## src/rtl/branch_cmp_unit.sv

```systemverilog
// branch_cmp_unit: registered branch-condition unit for the decode stage.
// Evaluates one of eight branch conditions on WIDTH-bit operands, stalls on
// operands that are not ready, honours downstream hold and flush, and presents
// the decision one cycle after acceptance.
// Optional feature macro: BRANCH_CMP_STATS_EN enables the saturating
// accepted-branch and taken-branch counters. When it is undefined, both
// counter ports are tied to zero and no counter flops exist.
module branch_cmp_unit #(
  parameter int unsigned WIDTH = 32,
  parameter int unsigned CNT_W = 16
) (
  input  logic             clk,
  input  logic             reset,
  input  logic             in_valid,
  input  logic [2:0]       op,
  input  logic [WIDTH-1:0] a,
  input  logic [WIDTH-1:0] b,
  input  logic             a_ready,
  input  logic             b_ready,
  input  logic             stall_in,
  input  logic             flush,
  output logic             stall_out,
  output logic             out_valid,
  output logic             taken,
  output logic             equal,
  output logic             bge,
  output logic [CNT_W-1:0] branch_cnt,
  output logic [CNT_W-1:0] taken_cnt
);

  localparam logic [2:0] OP_BEQ  = 3'b000;
  localparam logic [2:0] OP_BNE  = 3'b001;
  localparam logic [2:0] OP_BLEZ = 3'b010;
  localparam logic [2:0] OP_BGTZ = 3'b011;
  localparam logic [2:0] OP_BLTZ = 3'b100;
  localparam logic [2:0] OP_BGEZ = 3'b101;
  localparam logic [2:0] OP_BLT  = 3'b110;
  localparam logic [2:0] OP_BLTU = 3'b111;

  logic ops_ready;
  logic accept;
  logic eq_c;
  logic neg_c;
  logic zero_c;
  logic lt_s_c;
  logic lt_u_c;
  logic cond_c;

  logic out_valid_q, out_valid_d;
  logic taken_q,     taken_d;
  logic equal_q,     equal_d;
  logic bge_q,       bge_d;

  assign ops_ready = a_ready & b_ready;
  assign stall_out = in_valid & ~ops_ready;
  assign accept    = in_valid & ops_ready & ~stall_in & ~flush;

  // Operand comparisons shared by the condition mux; signed compares use full WIDTH.
  always_comb begin
    eq_c   = (a == b);
    neg_c  = a[WIDTH-1];
    zero_c = (a == '0);
    lt_s_c = ($signed(a) < $signed(b));
    lt_u_c = (a < b);
  end

  // Branch condition selected by op.
  always_comb begin
    cond_c = 1'b0;
    unique case (op)
      OP_BEQ:  cond_c = eq_c;
      OP_BNE:  cond_c = ~eq_c;
      OP_BLEZ: cond_c = neg_c | zero_c;
      OP_BGTZ: cond_c = ~neg_c & ~zero_c;
      OP_BLTZ: cond_c = neg_c;
      OP_BGEZ: cond_c = ~neg_c;
      OP_BLT:  cond_c = lt_s_c;
      OP_BLTU: cond_c = lt_u_c;
      default: cond_c = 1'b0;
    endcase
  end

  // Next-state for the result register: flush, then hold, then accept, else bubble.
  always_comb begin
    out_valid_d = out_valid_q;
    taken_d     = taken_q;
    equal_d     = equal_q;
    bge_d       = bge_q;
    if (flush) begin
      out_valid_d = 1'b0;
      taken_d     = 1'b0;
      equal_d     = 1'b0;
      bge_d       = 1'b0;
    end else if (stall_in) begin
      out_valid_d = out_valid_q;
    end else if (accept) begin
      out_valid_d = 1'b1;
      taken_d     = cond_c;
      equal_d     = eq_c;
      bge_d       = ~neg_c;
    end else begin
      out_valid_d = 1'b0;
      taken_d     = 1'b0;
    end
  end

  // Result register.
  always_ff @(posedge clk or posedge reset) begin
    if (reset) begin
      out_valid_q <= 1'b0;
      taken_q     <= 1'b0;
      equal_q     <= 1'b0;
      bge_q       <= 1'b0;
    end else begin
      out_valid_q <= out_valid_d;
      taken_q     <= taken_d;
      equal_q     <= equal_d;
      bge_q       <= bge_d;
    end
  end

  assign out_valid = out_valid_q;
  assign taken     = taken_q;
  assign equal     = equal_q;
  assign bge       = bge_q;

`ifdef BRANCH_CMP_STATS_EN
  logic [CNT_W-1:0] branch_cnt_q, branch_cnt_d;
  logic [CNT_W-1:0] taken_cnt_q,  taken_cnt_d;

  // Saturating counters; a flushed or held branch is never counted.
  always_comb begin
    branch_cnt_d = branch_cnt_q;
    taken_cnt_d  = taken_cnt_q;
    if (accept && (branch_cnt_q != '1)) begin
      branch_cnt_d = branch_cnt_q + CNT_W'(1);
    end
    if (accept && cond_c && (taken_cnt_q != '1)) begin
      taken_cnt_d = taken_cnt_q + CNT_W'(1);
    end
  end

  // Counter registers, cleared only by reset.
  always_ff @(posedge clk or posedge reset) begin
    if (reset) begin
      branch_cnt_q <= '0;
      taken_cnt_q  <= '0;
    end else begin
      branch_cnt_q <= branch_cnt_d;
      taken_cnt_q  <= taken_cnt_d;
    end
  end

  assign branch_cnt = branch_cnt_q;
  assign taken_cnt  = taken_cnt_q;
`else
  assign branch_cnt = '0;
  assign taken_cnt  = '0;
`endif

endmodule

```

## config.mk

```make
export PLATFORM = sky130hd
export DESIGN_NAME = branch_cmp_unit
export DESIGN_NICKNAME = d
export VERILOG_FILES = /design/src/rtl/branch_cmp_unit.sv
export SDC_FILE = /design/constraint.sdc
export NUM_CORES = 1
export LEC_CHECK = 0
export CAP_MARGIN = 15
export CORE_ASPECT_RATIO = 1.25
export CORE_MARGIN = 5
export CORE_UTILIZATION = 55
export CTS_CLUSTER_DIAMETER = 150
export DETAILED_ROUTE_END_ITERATION = 10
export DONT_BUFFER_PORTS = 1
export PLACE_DENSITY_LB_ADDON = 0.08
export SLEW_MARGIN = 20
export SYNTH_ARGS = -nofsm -noshare
export SYNTH_HDL_FRONTEND = slang
export SYNTH_SLANG_ARGS = --single-unit
```

## constraint.sdc

```tcl
create_clock -name clk -period 1 [get_ports clk]
set_input_delay 0.1 -clock clk [delete_from_list [all_inputs] [get_ports clk]]
set_output_delay 0.1 -clock clk [all_outputs]
set_load 0.05 [all_outputs]
```

# After elaboration in Yosys (flattened, before gate mapping)
# Index checks and enable logic that the tools add are counted.
classes:
  order_cmp: 2
  eq_ne: 9
  n_mux: 13
  bitwise_logic: 13
  reduce_logical: 4
ops:
  columns: ["operator", "count"]
  rows:
  - ["less-than comparator 32 bit", 2]
  - ["== test 32 bit", 1]
  - ["zero test 32 bit", 1]
  - ["== test 3 bit, second input constant", 4]
  - ["two-way mux 1 bit", 12]
  - ["case mux 1 bit (8 select lines)", 1]
  - ["bitwise AND 1 bit", 6]
  - ["== test 3 x 2 -> 1 bit, second input constant", 2]
  - ["NOT 1 bit", 6]
  - ["== test 3 x 1 -> 1 bit, second input constant", 1]
  - ["zero test 3 bit", 1]
  - ["inequality test 2 x 1 -> 1 bit, second input constant", 1]
  - ["AND reduction 2 bit", 1]
  - ["nonzero test 2 bit", 1]
  - ["OR 1 bit", 1]
totals:
  reg_bits: 4
  input_bits: 74
  out_inout_bits: 37
  wordCells: 45

# Logic depth before layout (Yosys ltp)
# Gate-level depths: netlist of run 1.
logic_depth:
  depth_word: 7
  ltp_mapped: 8
  mapped_depth_nobuf: 8

# Worst setup path before layout of run 1
# No wires, ideal clock.
synth_path:
  path_kind: "input port to flip-flop"
  start: "in b[23]"
  end: "reg taken_q, in the netlist taken"
  setup_time_ns: 0.134
  arrival_time_ns: 1.740
  required_time_ns: 0.866
  slack_ns: -0.875
  stages: 8
  n_path_buf: 0
  path_cell_list: "inv_1 ha_1 nand4_2 nor4_4 a21oi_2 or4_1 a32oi_1 o211ai_1"
synth_between:
  elab_chain_cells: 6
  word_cells_on_any_way: 8
  classes_between: "order compare (2); eq/ne (1); mux (4); bitwise (1)"
synth_lines:
  columns: ["element", "line_no", "rtl"]
  rows:
  - ["start: declaration", "17", "input logic [WIDTH-1:0] b,"]
  - ["branches (longest 2 deep; another with less-than comparator 32 bit)", null, null]
  - ["case mux 1 bit (8 select lines) *", "70", "unique case (op)"]
  - ["two-way mux 1 bit *", "96", "end else if (accept) begin"]
  - ["two-way mux 1 bit *", "94", "end else if (stall_in) begin"]
  - ["two-way mux 1 bit *", "89", "if (flush) begin"]
  - ["end signal: assignment", "116", "taken_q <= taken_d;"]
  - ["end: declaration", "50", "logic taken_q, taken_d;"]
# Every way passes the cells marked *. The select of a mux whose other input is x is not followed.
# A chain may end at the register's enable or synchronous reset.

# Final worst setup path of run 1
layout_path:
  start: "in b[2]"
  end: "reg taken_q, in the netlist taken"
# The elaborated chain is that of the path after synthesis.

==> results of run 1 <==
## layer usage
metal  wire length (um)  up-vias
met1               1120      622
met3                364        4
li1                   -      665
met5                  0        -
met2               2280       65
met4                 57        0
## synthesized netlist by cell type (3+ instances only)
cell type	instances	share of area (%)
a21o_1	4	2.1
a21oi_1	19	6.6
buf_4	32	17
dfrtp_1	4	7.0
ha_1	32	28
inv_1	35	9.2
nand2_1	8	2.1
nand3_1	4	1.4
nand4_1	8	3.5
nand4_2	3	2.6
nor2_1	7	1.8
nor4_1	8	3.5
o211ai_1	3	1.6
o21ai_0	3	1.0
## state kept, by name (all words and copies together), names as in the netlist
name	cells
bge	1
out_valid	1
equal	1
taken	1
## power by group through the flow
stage	registers (mW)	logic (mW)	clock network (mW)
2_1_floorplan	0.178	0.755	0
3_3_place_gp	0.169	0.788	0
3_5_place_dp	0.169	0.815	0
4_1_cts	0.166	0.833	0.210
5_1_grt	0.167	0.932	0.219
6_report	0.166	0.837	0.207
## critical path, delay by kind of cell
kind / cells / cell delay (ps)
and+or+nand+nor: 3 / 1050
adders and majority gates: 1 / 250
buffers and inverters: 1 / 10
AOI/OAI and AO/OA: 3 / 380
## logic make-up (layout without fill, tap and decap cells)
kind of cell / after synthesis / after routing
other: 1 / 32
xor gates and xnor gates: 1 / 1
adders and majority gates: 32 / 32
DFF: 4 / 4
AOI/OAI and AO/OA: 36 / 36
buffers and inverters: 67 / 63
and+or+nand+nor: 50 / 50
## final timing paths
| path | end | slack (ps) | cells past startpoint |
|---|---|---|---|
| min in group asynchronous | equal | 200 | 2 |
| max | taken | -680 | 8 |
| max in group asynchronous | bge | 640 | 2 |
| min reg2reg | bge | 520 | 2 |
| min | out_valid | 20 | 2 |
| max reg2reg | taken | 220 | 2 |
## per-stage QoR
stage,hold WS [ps],setup TNS (ps),total power [mW]
2_1_floorplan,-134,-969,0.933
3_3_place_gp,-118,-1310,0.956
3_5_place_dp,-112,-1410,0.984
4_1_cts,20.2,-854,1.21
5_1_grt,28.0,-1090,1.32
6_report,17.7,-890,1.21
## layout make-up
type	instances	area, um^2	share of cell area (%)
clock buffers	3	22.5	1.20
inverters	35	181	9.65
multi-input cells	151	1340	71.4
flip-flops and latches	4	100	5.32
well taps	33	41.3	2.20
repair buffers	25	193	10.2
## what timing repair did
action / 4_1_cts / 5_1_grt
endpoints found under the hold margin: 7 / 0
buffers inserted: 0 / 1
pin swaps: 7 / 8
setup endpoints to repair: 2 / 2
hold buffers: 2 / 0
gates resized for setup: 7 / 7
==> summary.md, run 1 <==
| Metric | Value |
|---|---|
| Synth async-reset ratio | `100%` |
| Met2 Usage GRT | `43.9%` |
| Hold Crit Class | `in2reg` |
| Sw power | `601 uW` |
| RSZ-0062 raised after global routing | `true` |
| Int Pwr | `610 uW` |
| Switching Share | `49.6%` |
| Placed Area | `1780 um^2` |
| First-pass GRT wire length | `6.13 mm` |
| Worst setup EP type | `flip-flop` |
| Worst setup margin | `-680 ps` |
| Die area | `3740 um^2` |
| P_leak | `0.905 nW` |
| Worst skew pair latency | `230 ps` |
| Period Utilization, post-route | `168%` |
| Sequential cell area fraction in the yosys report | `6.97%` |
| NumNets Final | `326` |
| Synth Area in Simple Gates | `22.8%` |
| Final setup viols | `2` |
| Top FF cell, synth | `dfrtp_1` |
| Root Buffer | `clkbuf_4` |
| Most frequent cells in the layout | `conb_1, buf_4, a21oi_1, inv_1, ha_4` |
| Main combinational cell family by area after synthesis | `adder cells` |
| Combinational power share | `69.2%` |
| Critical path's slowest cell | `or4_1` |
| First DRT Iteration DRCs | `37` |
| Row cnt | `20` |
| Startpoint Class | `primary input` |
| Pwr dens | `644 nW/um^2` |
| Final Slew Violations | `0` |
| Worst EP arrival | `1790 ps` |
| Inst Count DP | `245` |
| Non-Filler Instances | `251` |
| Dpl hpwl | `3.55 mm` |
| Ports | `111` |
| Gr ovfl total | `0` |
| Clock skew | `0 ps` |
| Post-Synth Adder-Cell Area | `27.9%` |
| Antenna viol nets, final | `0` |
| H-Tree Depth | `1` |
| TritonRoute pass-1 iters | `4` |
| Post-synthesis mux area share | `0%` |
| Clock transition at the registers of the reported paths | `40 ps` |
| TritonCTS clock tree | `built` |
| Setup crit start | `b[2]` |
| Number of fill cells | `173` |
| WL final | `3.82 mm` |
| Max-cap violations | `0` |
| Diode count | `0` |
| Vias in the first global route | `1506` |
| Fraction of layout cells with a size suffix above 1 | `32.6%` |
| Crit Path Class | `in2reg` |
| Most Crowded Layer GR | `met2` |
| Initial Util | `57.9%` |
| Cell Chain, Critical Path | `inv_8 > ha_4 > nand4_1 > nor4_4 > a21oi_2 > or4_1 > a32oi_1 > o211ai_1` |
| Netlist Area Pre-Place | `1440 um^2` |
| Inserted Clock Buffers | `3` |
| Post-synth cell types | `31` |
| Synth Area in Compound Gates | `15.6%` |
| Post-Synthesis Cells | `191` |
| Core area | `2480 um^2` |
| Average size of a mapped cell | `7.51 um^2` |
| Fin area | `1880 um^2` |
| Max VDD drop | `0.000565 V` |
| Critical Path RT | `1110 ps` |
| Fmax | `0.595 GHz` |
| Run status | `finished with violations` |
| Largest net degree at the start of global routing | `7` |
| Final Util | `75.9%` |
| DR WL/cell | `15.2 um` |
| Crit-path max FO | `2` |
| GPL Wtd Cong | `0.860` |
| Area Overhead vs Synth | `31.0%` |
| DIE WIDTH | `55.7 um` |
| Hold Fails Final Rpt | `0` |
| Met3 GRT Util | `6.01%` |
| Grt met1 use | `16.3%` |
| Hold_sp | `stall_in` |
| Post-synth EDFFs | `0` |
| Die Y | `67.1 um` |
| Clk pwr share | `17.1%` |
| Setup WS pre-CTS | `-933 ps` |
| Initial antenna violation count | `0` |
| # clock sinks | `4` |
| Clk buf depth | `2` |
| Most common cell after layout, fill and taps aside | `conb_1` |
| XOR/XNOR Fraction of Synth Area | `0.610%` |
| Synth warn | `0` |
| Min cycle time layout | `1680 ps` |
| All-Layer GR Usage | `19.9%` |
| DR vias/cell | `5.40` |
| Failing checks | `negative setup slack` |
| Remaining DRCs | `0` |
| Part of the power in registers | `13.7%` |
| Vias | `1356` |
| Synth Register Bits | `4` |
| Port Buf Inserts | `0` |
| Max incr delay on CP | `480 ps` |
| R2r startpoint | `taken` |
(Power assumes the default switching activity.)
==> inputs of run 2 (changes only) <==
--- a/config.mk
+++ b/config.mk
@@ -9,6 +9,7 @@
 export CORE_ASPECT_RATIO = 1.25
 export CORE_MARGIN = 5
 export CORE_UTILIZATION = 55
+export CTS_BUF_LIST = sky130_fd_sc_hd__clkbuf_2
 export CTS_CLUSTER_DIAMETER = 150
 export DETAILED_ROUTE_END_ITERATION = 10
 export DONT_BUFFER_PORTS = 1
==> constraint.sdc (replaced) <==
create_clock -name clk -period 2 [get_ports clk]
set_input_delay 0.2 -clock clk [delete_from_list [all_inputs] [get_ports clk]]
set_output_delay 0.2 -clock clk [all_outputs]
set_load 0.05 [all_outputs]
==> run 2 against run 1 <==
Effect of this change: the run now ends clean; register-to-register slack improved by 720 ps; sequential power decreased by 47%; first-iteration DRC count grew 38%; global-route usage down 3.4 points; final cell count is 6.4% lower; flip-flop and latch count unchanged; highest routed layer unchanged.
==> summary.md, run 2 (same netlist as run 1, synthesis figures left out) <==
| Metric | Value |
|---|---|
| Run status | `complete, no violations` |
| Die area | `3740 um^2 (unchanged)` |
| First DRT Iteration DRCs | `51 (+38%)` |
| Area Overhead vs Synth | `0.174%` |
| Ports | `111 (unchanged)` |
| Worst EP arrival | `1940 ps (+150 ps)` |
| Vias in the first global route | `1325 (-12%)` |
| Port Buf Inserts | `0 (unchanged)` |
| Critical path's slowest cell | `or4b_1` |
| Critical Path RT | `2110 ps (+1000 ps)` |
| Inst Count DP | `231 (-5.7%)` |
| Diode count | `0 (unchanged)` |
| Gr ovfl total | `0 (unchanged)` |
| Crit Path Class | `in2reg` |
| Startpoint Class | `primary input` |
| GPL Wtd Cong | `0.815 (-5.2%)` |
| Root Buffer | `clkbuf_2` |
| Clock skew | `0 ps (unchanged)` |
| Fraction of layout cells with a size suffix above 1 | `9.41% (-23 points)` |
| Worst path bufs/invs | `1 (unchanged)` |
| Die Y | `67.1 um (unchanged)` |
| CP top delay family | `simple AND/OR/NAND/NOR gates` |
| Largest net degree at the start of global routing | `7 (unchanged)` |
| Post-CTS Setup Bufs | `0 (unchanged)` |
| Inserted Clock Buffers | `3 (unchanged)` |
| Non-Filler Instances | `235 (-6.4%)` |
| # clock sinks | `4 (unchanged)` |
| Crit-path max FO | `3 (+1)` |
| RSZ-0062 raised after global routing | `false` |
| First-pass GRT wire length | `5.18 mm (-15%)` |
| Hold WS | `62.8 ps (+45.1 ps)` |
| Hold Crit Class | `in2reg` |
| Fmax | `0.547 GHz` |
| Hold Fails Final Rpt | `0 (unchanged)` |
| Min cycle time layout | `1830 ps` |
| Clk buf depth | `2 (unchanged)` |
| TritonRoute pass-1 iters | `4 (unchanged)` |
| Most frequent cells in the layout | `inv_1, ha_1, conb_1, a21oi_1` |
| DR vias/cell | `5.45 (+0.82%)` |
| Most common cell after layout, fill and taps aside | `inv_1` |
| Remaining DRCs | `0 (unchanged)` |
| Initial antenna violation count | `0 (unchanged)` |
| Worst setup EP type | `flip-flop` |
| Max-cap violations | `0 (unchanged)` |
| DIE WIDTH | `55.7 um (unchanged)` |
| Pwr dens | `341 nW/um^2 (-47%)` |
| Max VDD drop | `0.000218 V (-61%)` |
| Dpl hpwl | `3.14 mm (-12%)` |
| Worst skew pair latency | `190 ps (-40 ps)` |
| Clock transition at the registers of the reported paths | `40 ps (about the same)` |
| NumNets Final | `310 (-4.9%)` |
| H-Tree Depth | `1 (unchanged)` |
| Vias | `1280 (-5.6%)` |
| Initial Util | `57.9% (unchanged)` |
| Antenna viol nets, final | `0 (unchanged)` |
| DR WL/cell | `14.1 um (-7.4%)` |
| WL final | `3.32 mm (-13%)` |
| Final setup viols | `0 (-2)` |
| P_leak | `0.840 nW (-7.2%)` |
| All-Layer GR Usage | `16.5% (-3.4 points)` |
| Final Slew Violations | `0 (unchanged)` |
| Core area | `2480 um^2 (unchanged)` |
| Max incr delay on CP | `580 ps (+100 ps)` |
| Period Utilization, post-route | `91.5%` |
| Row cnt | `20 (unchanged)` |
| TritonCTS clock tree | `built` |
| Cell Chain, Critical Path | `inv_1 > ha_1 > nand4_1 > or2_2 > a211oi_1 > or4b_1 > a211o_2 > o211ai_1` |
run 2: cell types whose count changed in the layout (fill, tap and decap cells not counted), moves of 5 or more:
cell | before | now
ha_1 | 14 | 32
ha_4 | 18 | 0
inv_1 | 19 | 35
buf_4 | 23 | 8
inv_2 | 6 | 0
inv_4 | 5 | 0
run 2: power by group:
group	switching [mW]	internal, mW	total, mW
clock	0.0302	0.0404	0.0706
combinational	0.235	0.0971	0.332
sequential	0.00557	0.0824	0.0880
total	0.271	0.220	0.491
run 2: what timing repair did:
action	in CTS	in global routing
hold endpoints to repair	4	0
gates resized for setup	0	0
hold buffers	1	0
endpoints found under the setup margin	0	1
run 2: worst paths after layout:
check	startpoint	endpoint	slack, ps	cells after the start
worst max-delay path	b[14]	taken	170	8
worst min-delay path	flush	out_valid	60	1
worst max register to register	taken	taken	940	2
worst min register to register	out_valid	out_valid	770	2
max in group asynchronous	reset	taken	1500	2
min in group asynchronous	reset	bge	350	2
run 2: metrics by stage:
stage                     setup WS (ps)  setup TNS, ps  power (mW)  util (%)  cell area, um^2
after floorplan                    25.4              0       0.414         -             1550
after global placement            -7.14          -7.14       0.408      57.0             1410
after detailed placement          -77.4          -77.4       0.418      57.0             1410
after CTS                           128              0       0.493      58.0             1440
after global routing               4.16              0       0.536      58.0             1440
final                               171              0       0.491      58.0             1440
run 2: cell type report:
class / count / area (um^2)
repair buffers: 9 / 70.1
well taps: 33 / 41.3
clock buffers: 3 / 15.0
flip-flops and latches: 4 / 100
inverters: 35 / 131
fillers: 253 / 1040
multi-input cells: 151 / 1080
run 2: per-layer routing:
metal	track usage (%)	share of wire, %	vias to the layer above
met5	0	0	-
met4	2.74	0.42	0
met2	33.7	53	80
met1	17.2	35	567
li1	-	-	631
met3	3.68	11	2
==> inputs of run 3 (changes only) <==
--- a/config.mk
+++ b/config.mk
@@ -9,7 +9,7 @@
 export CORE_ASPECT_RATIO = 1.25
 export CORE_MARGIN = 5
 export CORE_UTILIZATION = 55
-export CTS_BUF_LIST = sky130_fd_sc_hd__clkbuf_2
+export CTS_BUF_LIST = sky130_fd_sc_hd__clkbuf_2 sky130_fd_sc_hd__clkbuf_4 sky130_fd_sc_hd__clkbuf_8
 export CTS_CLUSTER_DIAMETER = 150
 export DETAILED_ROUTE_END_ITERATION = 10
 export DONT_BUFFER_PORTS = 1
==> run 3 against run 2 <==
Effect of this change: maximum frequency is 0.72% higher; power rose by 5.0%; register-to-register slack about the same; clock power increased by 35%; largest cell class unchanged; highest routed layer unchanged.
==> summary.md, run 3 (same netlist as run 1, synthesis figures left out) <==
| Metric | Value |
|---|---|
| Hold Fails Final Rpt | `0 (unchanged)` |
| First DRT Iteration DRCs | `29 (-43%)` |
| First-pass GRT wire length | `5.20 mm (+0.27%)` |
| Startpoint Class | `primary input` |
| Die Y | `67.1 um (unchanged)` |
| Post-Route Setup TNS | `0 ps (unchanged)` |
| DR vias/cell | `5.45 (unchanged)` |
| TritonRoute pass-1 iters | `4 (unchanged)` |
| Vias in the first global route | `1325 (unchanged)` |
| Max VDD drop | `0.000225 V (+3.3%)` |
| Hold WS | `33.7 ps (-29.1 ps)` |
| Worst EP arrival | `1910 ps (-30 ps)` |
| NumNets Final | `310 (unchanged)` |
| Min cycle time layout | `1820 ps (-13.0 ps)` |
| Max-cap violations | `0 (unchanged)` |
| Clk buf depth | `2 (unchanged)` |
| Period Utilization, post-route | `90.8% (-0.65 points)` |
| Area Overhead vs Synth | `0.698%` |
| Inserted Clock Buffers | `3 (unchanged)` |
| Core area | `2480 um^2 (unchanged)` |
| WL final | `3.32 mm (+0.15%)` |
| Ports | `111 (unchanged)` |
| Port Buf Inserts | `0 (unchanged)` |
| Vias | `1280 (unchanged)` |
| Initial Util | `57.9% (unchanged)` |
| DR WL/cell | `14.1 um (+0.15%)` |
| Register area | `100 um^2 (unchanged)` |
| Root Buffer | `clkbuf_4` |
| Hold Crit Class | `in2reg` |
| Initial antenna violation count | `0 (unchanged)` |
| All-Layer GR Usage | `16.7% (+0.24 points)` |
| Most common cell after layout, fill and taps aside | `inv_1` |
| H-Tree Depth | `1 (unchanged)` |
| R2R setup slack | `940 ps (about the same)` |
| Diode count | `0 (unchanged)` |
| DIE WIDTH | `55.7 um (unchanged)` |
| Crit Path Class | `in2reg` |
| Critical Path RT | `2090 ps (-20 ps)` |
| R2R Path End | `taken` |
| Number of fill cells | `253 (unchanged)` |
| Fmax | `0.551 GHz (+0.72%)` |
| Largest net degree at the start of global routing | `7 (unchanged)` |
| RSZ-0062 raised after global routing | `false` |
| Area of the multi-input gates | `1080 um^2 (unchanged)` |
| Clock transition at the registers of the reported paths | `40 ps (about the same)` |
| Antenna viol nets, final | `0 (unchanged)` |
| Dpl hpwl | `3.14 mm (unchanged)` |
| Fraction of layout cells with a size suffix above 1 | `9.41% (unchanged)` |
| Clock skew | `0 ps (unchanged)` |
| GPL Wtd Cong | `0.815 (unchanged)` |
| Remaining DRCs | `0 (unchanged)` |
| Pwr dens | `357 nW/um^2 (+4.5%)` |
| Final Slew Violations | `0 (unchanged)` |
| Final setup viols | `0 (unchanged)` |
| Crit-path max FO | `3 (unchanged)` |
| Gr ovfl total | `0 (unchanged)` |
| Post-CTS Setup Bufs | `0 (unchanged)` |
| R2r startpoint | `taken` |
| Setup crit start | `b[7]` |
| Hold path endpoint | `out_valid` |
| P_leak | `0.842 nW (+0.16%)` |
| Die area | `3740 um^2 (unchanged)` |
| Final Util | `58.3% (+0.30 points)` |
| TritonCTS clock tree | `built` |
| Worst skew pair latency | `220 ps (+30 ps)` |
| Run status | `complete, no violations` |
| Min-Delay Path Depth | `1 (unchanged)` |
| R2r worst-path depth | `2 (unchanged)` |
| Row cnt | `20 (unchanged)` |
| Hold_sp | `flush` |
| Worst setup EP type | `flip-flop` |
| # clock sinks | `4 (unchanged)` |
| Most frequent cells in the layout | `inv_1, ha_1, conb_1, a21oi_1` |
## run 3: area by class of cell
type / instances / area share [%]
clock buffer: 3 / 1.56
sequential: 4 / 6.93
tap: 33 / 2.86
timing repair buffer: 9 / 4.85
inverter: 35 / 9.09
multi-input combinational: 151 / 74.7
## run 3: stage by stage
stage	std cells	area, um^2	setup slack (ps)	power, mW
floorplan	222	1550	25.4	0.414
detailed placement	231	1410	-77.4	0.418
global route	235	1450	8.61	0.563
CTS	235	1450	158	0.519
finish	235	1450	184	0.515
global placement	231	1410	-7.14	0.408
## run 3: how the worst max path moves through the flow
stage,endpoint,slack (ps),depth (start not counted)
after global placement,taken,-7,8
after CTS,taken,160,8
after global routing,taken,9,8
after floorplan,taken,30,8
final,taken,180,8
after detailed placement,taken,-80,8
## run 3: per-layer routing
metal	part of all wire [%]	vias up	GRT usage, %
li1	-	632	-
met1	36	570	17.2
met2	53	74	33.7
met3	10	4	3.68
met4	0.90	0	4.56
met5	0	-	0
## run 3: report_power, final
part	total, mW	internal [mW]	switching [mW]
combinational	0.332	0.0970	0.235
sequential	0.0882	0.0826	0.00557
clock	0.0954	0.0668	0.0285
## run 3: timing repair
action                                  4_1_cts  5_1_grt
endpoints found under the setup margin        0        1
resized for setup                             0        0
endpoints found under the hold margin         4        0
hold buffers                                  1        0
## run 3: critical path, stage by stage
cell,delay (ps)
inv_1,20
ha_1,300
nand4_1,180
nor4_4,320
a21oi_2,90
or4_1,520
a32oi_1,160
o211ai_1,110
